### src/rtl/bcd_counter.sv
// bcd_counter: single-digit BCD counter, 0..MAX_DIGIT, with a terminal-count
// flag for ripple-carry chaining of digits.
//
// Build option: define BCD_COUNTER_SATURATE_EN to make the counter stop at
// MAX_DIGIT instead of wrapping; done then depends only on reset and Q.
// Without the macro the counter wraps to 0 and done is qualified by enable.
//
// reset is synchronous and active-low. done is intentionally combinational
// so the next digit in a chain sees the carry in the same cycle.
module bcd_counter #(
  parameter int MAX_DIGIT = 9
) (
  input  logic       clk,
  input  logic       enable,
  input  logic       reset,
  output logic       done,
  output logic [3:0] Q
);

  // Terminal value at the width of the count register.
  localparam logic [3:0] MAX_Q = 4'(MAX_DIGIT);

  logic [3:0] q_r;
  logic [3:0] next_s;
  logic       at_max_s;
  logic       out_of_range_s;

  assign Q = q_r;

  // Decode terminal count and any illegal register contents.
  always_comb begin
    at_max_s       = 1'b0;
    out_of_range_s = 1'b0;
    if (q_r == MAX_Q) begin
      at_max_s = 1'b1;
    end else begin
      at_max_s = 1'b0;
    end
    if (q_r > MAX_Q) begin
      out_of_range_s = 1'b1;
    end else begin
      out_of_range_s = 1'b0;
    end
  end

  // Next-count selection: hold, increment, or wrap/saturate at the top.
  always_comb begin
    next_s = q_r;
    if (out_of_range_s) begin
      // A corrupted register recovers to a legal value instead of counting on.
      next_s = 4'd0;
    end else if (enable) begin
      if (at_max_s) begin
`ifdef BCD_COUNTER_SATURATE_EN
        next_s = MAX_Q;
`else
        next_s = 4'd0;
`endif
      end else begin
        next_s = q_r + 4'd1;
      end
    end else begin
      next_s = q_r;
    end
  end

  // Count register with synchronous active-low clear taking priority.
  always_ff @(posedge clk) begin
    if (!reset) begin
      q_r <= 4'd0;
    end else begin
      q_r <= next_s;
    end
  end

  // Terminal-count flag; forced low while reset is asserted.
  always_comb begin
    done = 1'b0;
    if (!reset) begin
      done = 1'b0;
    end else begin
`ifdef BCD_COUNTER_SATURATE_EN
      done = at_max_s;
`else
      done = enable & at_max_s;
`endif
    end
  end

endmodule

### config.mk
export PLATFORM = sky130hd
export DESIGN_NAME = bcd_counter
export DESIGN_NICKNAME = d
export VERILOG_FILES = /design/src/rtl/bcd_counter.sv
export SDC_FILE = /design/constraint.sdc
export NUM_CORES = 1
export LEC_CHECK = 0
export ABC_AREA = 1
export CAP_MARGIN = 20
export CORE_AREA = 3 3 40 42
export DETAILED_ROUTE_END_ITERATION = 8
export DIE_AREA = 0 0 43 45
export SYNTH_ARGS = -nofsm -noshare
export SYNTH_HDL_FRONTEND = slang
export SYNTH_SLANG_ARGS = --single-unit
### constraint.sdc
create_clock -name clk -period 0.9 [get_ports clk]
set_input_delay 0.18 -clock clk [delete_from_list [all_inputs] [get_ports clk]]
set_output_delay 0.18 -clock clk [all_outputs]
set_load 0.02 [all_outputs]
Word level (Yosys, flattened, before mapping)
Cells that the tools add are included.
{"block": "op_classes", "addsub": 1, "n_mul": 0, "div": 0, "magnitude_cmp": 1, "eq_ne": 1, "shift": 0, "mux": 4, "n_bitwise": 2, "reduce_logical": 1}
{"cell": "$add A4 B1 Y4 const B", "n": 1}
{"cell": "$eq A4 B4 Y1 const B", "n": 1}
{"cell": "$gt A4 B4 Y1 const B", "n": 1}
{"cell": "$mux W4", "n": 1}
{"cell": "$mux W1", "n": 3}
{"cell": "$reduce_or A2 Y1", "n": 1}
{"cell": "$and A1 B1 Y1", "n": 1}
{"cell": "$not A1 Y1", "n": 1}
{"block": "word_totals", "ff_bits": 4, "latchBits": 0, "ramBits": 0, "rom_bits": 0, "inputBits": 3, "output_inout_bits": 5, "word_cells": 11, "memories": 0}

Logic depth before layout (Yosys ltp)
{"block": "depth", "depth_word": 4, "depth_mapped": 6, "mapped_depth_nobuf": 6}

Worst setup path before layout
OpenSTA, ideal clock, no wires.
{"block": "synth_timing", "kind": "reg-to-output", "start": "register q_r[0], in the netlist Q[0]", "end": "output done", "arrival_ps": 1003, "path_slack_ps": -283, "path_stages_with_launch": 5, "path_buffers": 0, "path_cell_list": "dfxtp_1 > nand2_1 > inv_1 > nand3_1 > nor2_1"}
{"block": "synth_between", "elab_chain_cells": 4}
{"element": "start: declaration", "line_no": "23", "source": "logic [3:0] q_r;"}
{"element": "start signal: assignment", "line_no": "72", "source": "q_r <= next_s;"}
{"element": "$eq A4 B4 Y1", "line_no": "34", "source": "if (q_r == MAX_Q) begin"}
{"element": "$mux W1", "line_no": "34"}
{"element": "$and A1 B1 Y1", "line_no": "85", "source": "done = enable & at_max_s;"}
{"element": "$mux W1", "line_no": "79", "source": "if (!reset) begin"}
{"element": "end: declaration", "line_no": "16", "source": "output logic done,"}
Every way passes these cells.

Worst setup path in the final report
{"block": "layout_timing", "start": "register q_r[1], in the netlist Q[1]", "end": "output done"}
Same word-level chain as after synthesis.

==> reports/qor_table.md <==
| Item | This run | Unit |
| --- | --- | --- |
| Status | complete, but fails checks | - |
| Failing checks | negative setup slack | - |
| Post-synthesis async set-or-reset flop share | 0 | % |
| GR Layer Usage met1 | 8.17 | % |
| Pin count of the biggest net entering global routing | 5 | - |
| Count of mapped cells out of synthesis | 32 | - |
| Cell area after synthesis | 209 | um2 |
| Root Buffer | clkbuf_4 | - |
| Clock tree from TritonCTS | yes | - |
| Adder-cell area share of the yosys netlist | 0 | % |
| Hold violation count in the final report | 0 | - |
| Worst clock skew | 0.00302 | ns |
| Largest register FFs | 4 | - |
| First-pass GRT wire length | 1.08 | mm |
| Final critical-path required period | 1.16 | ns |
| Cell accounting for the most synthesized area | dfxtp_1 | - |
| Crit-path cells | nor2_4 -> nand3_4 -> nor2_4 -> buf_6 | - |
| Synth Area in Compound Gates | 2.40 | % |
| Leakage power | 0.219 | nW |
| Data required time of the critical path | 0.72 | ns |
| CP max FO | 2 | - |
| Final number of max-transition violations | 0 | - |
| Vias in the first global route | 290 | - |
| Final worst-path cycle share | 129 | % |
| Top cells by area, synth | dfxtp_1 (38%), nand2_1 (13%), inv_1 (11%) | - |
| Clock slew at the register clock pins of the worst setup and hold paths | 0.04 | ns |
| ANT nets after route | 0 | - |
| Most frequently used cell type in the post-synthesis netlist | nand2_1 | - |
| Final sum of negative setup slack | -1.26 | ns |
| Clock net sink count | 4 | - |
| Unrepaired setup endpoints after global routing | true | - |
| Max-cap violations | 0 | - |
| Xor/xnor cell area share of the yosys netlist | 4.19 | % |
| Critical R2R Launch | Q[1]$_SDFFE_PP0P_ | - |
| Peak-usage layer in the global routing report | met2 | - |
| Sequential fraction of the synthesis area | 38.3 | % |
| Class of the tightest hold or removal check | in -> reg | - |
| Buffers added on ports | 7 | - |
| Number of antenna diodes | 0 | - |
| Main combinational cell family by area after synthesis | simple AND/OR/NAND/NOR gates | - |
| Floorplan die area | 1940 | um2 |
| Nature of the critical path endpoint | output pin | - |
| Worst-margin pin slew | 0.163 | ns |
| Top cell by count, worst path | nor2_4 | - |
| Multiplexer share of the synthesized area | 0 | % |
| First-pass detailed-route iteration total | 3 | - |
| Setup violation total in the final timing report | 9 | - |
| Initial core utilization | 16.3 | % |
| Fraction of synthesized cell area taken by the top area cell type | 38.3 | % |
| Total Wirelength | 567 | um |
| Family with the most delay on the worst path | flip-flops | - |
| Stage delay of the slowest cell on the critical path | 0.35 | ns |
| Vias per std cell | 3.75 | - |
| X dimension of the die | 43 | um |
| Path type of the worst setup path | reg -> out | - |
| Critical Path Slowest Stage Cell | dfxtp_4 | - |
| Final total power | 562 | uW |
| Crit path buffers/inverters | 1 | - |
| 1st-iter DRT viols | 2 | - |
| Core region area | 1280 | um2 |
| Initial antenna violation count | 0 | - |
| Post-layout worst setup margin | -0.263 | ns |
| Number of placement rows | 13 | - |
| Peak ir drop on the vdd network | 0.526 | mV |
| Met2 demand-to-capacity share in global routing | 12.0 | % |
| Share of post-route cells with drive strength above 1 | 63.0 | % |
| Height of the die | 45 | um |
| Number of synthesized register bits | 4 | - |
| Routed WL per cell | 8.22 | um |
| IO Count | 8 | - |
| Average cell area after synthesis | 6.53 | um2 |
| Count of vias placed by the detailed router | 259 | - |
| Slew headroom | 89.0 | % |
| GR Util met3 | 2.79 | % |
| Synth top cells by count | nand2_1 (7), inv_1 (6), nor2_1 (6), dfxtp_1 (4), nor2_2 (3) | - |
| GPL Wtd Cong | 0.763 | - |
| Synth warn | 0 | - |
| Critical path origin | Q[1]$_SDFFE_PP0P_ | - |
| Residual overflow from global routing | 0 | - |
| Simple-Gate Fraction of Synth Area | 42.5 | % |
| Post-Syn Nets | 35 | - |
| H-tree level count | 1 | - |
| Fill cell instance count of the final layout | 147 | - |
| Maximum frequency from static timing analysis | 0.860 | GHz |
| Layout-stage area growth over the synthesis result | 129 | % |
| Total Routing Usage GR | 7.49 | % |
| Detailed Place HPWL | 388 | um |
| Number of buffers on the longest clock path | 2 | - |
| Layout net count | 59 | - |
| Arr. time, crit path | 0.98 | ns |
| Number of buffers inserted during clock tree synthesis | 3 | - |
| Number of synthesized flops with an enable pin | 0 | - |
| Drt drc | 0 | - |
| Dominant synthesized flop cell | dfxtp_1 | - |
| Distinct cells, synth | 10 | - |
| CP Launch Type | register | - |
| Clock latency of the later-clocked register in the worst-skew pair | 0.23 | ns |
| Hold_sp | enable | - |
| Power per cell area | 1170 | nW/um2 |
[stage by stage]
stage / std cells / setup slack, ns / instance area (um2) / utilization [%] / hold WS [ns]
2_1_floorplan: 32 / -0.0377 / 239 / - / 0.331
3_3_place_gp: 62 / -0.859 / 388 / 30.2 / 0.565
4_1_cts: 69 / -0.269 / 473 / 36.8 / 0.465
3_5_place_dp: 62 / -0.872 / 388 / 30.2 / 0.562
5_1_grt: 69 / -0.325 / 479 / 37.3 / 0.522
6_report: 69 / -0.263 / 479 / 37.3 / 0.478
[where the power goes]
group / internal (mW) / leakage [nW] / total, mW / switching (mW)
clock network: 0.150 / 0.0138 / 0.228 / 0.0789
registers: 0.187 / 0.0350 / 0.196 / 0.00851
logic: 0.0768 / 0.170 / 0.138 / 0.0608
total: 0.414 / 0.219 / 0.562 / 0.148
[per-layer routing]
layer | vias up | share of wire (%)
li1 | 140 | -
met1 | 115 | 42
met2 | 4 | 53
met3 | 0 | 4.9
met4 | 0 | 0
met5 | - | 0
[tightest hold or removal path: stages]
cell,delay [ns]
dlygate4sd2_1,0.22
buf_4,0.12
xnor2_1,0.06
nor2_2,0.09
[cells by family after synthesis]
logic type / Yosys count
flops: 4
simple gates: 19
buf+inv: 7
xor+xnor: 1
compound gates: 1
[cell usage in the layout (no fill, tap or decap), types with 2 or more instances in the layout]
cell type	n
buf_4	7
buf_6	10
clkbuf_4	3
dfxtp_2	2
dfxtp_4	2
inv_1	5
inv_2	2
nand2_1	6
nor2_1	4
nor2_2	2
nor2_4	4
[timing repair]
item / in CTS / in global routing
gates resized for setup: 37 / 4
pin swaps: 3 / 3
hold buffers: 0 / 0
buffers inserted: 4 / 3
cloned: 0 / 0
setup endpoints to repair: 9 / 9
[final cells by class]
cell class	count	area (um2)	area share (%)
timing repair buffer	19	184	38.4
multi-input combinational	21	138	28.7
sequential	4	90.1	18.8
inverter	7	26.3	5.48
clock buffer	3	22.5	4.70
tap	15	18.8	3.92
[path summary, 6_finish.rpt]
check	endpoint	cells after the start	slack, ns
setup / recovery	done	4	-0.26
setup reg to reg	Q[1]$_SDFFE_PP0P_	7	-0.15
hold reg to reg	Q[1]$_SDFFE_PP0P_	3	0.61
hold / removal	Q[0]$_SDFFE_PP0P_	4	0.48
No activity file was read; power rests on OpenSTA's default activity.
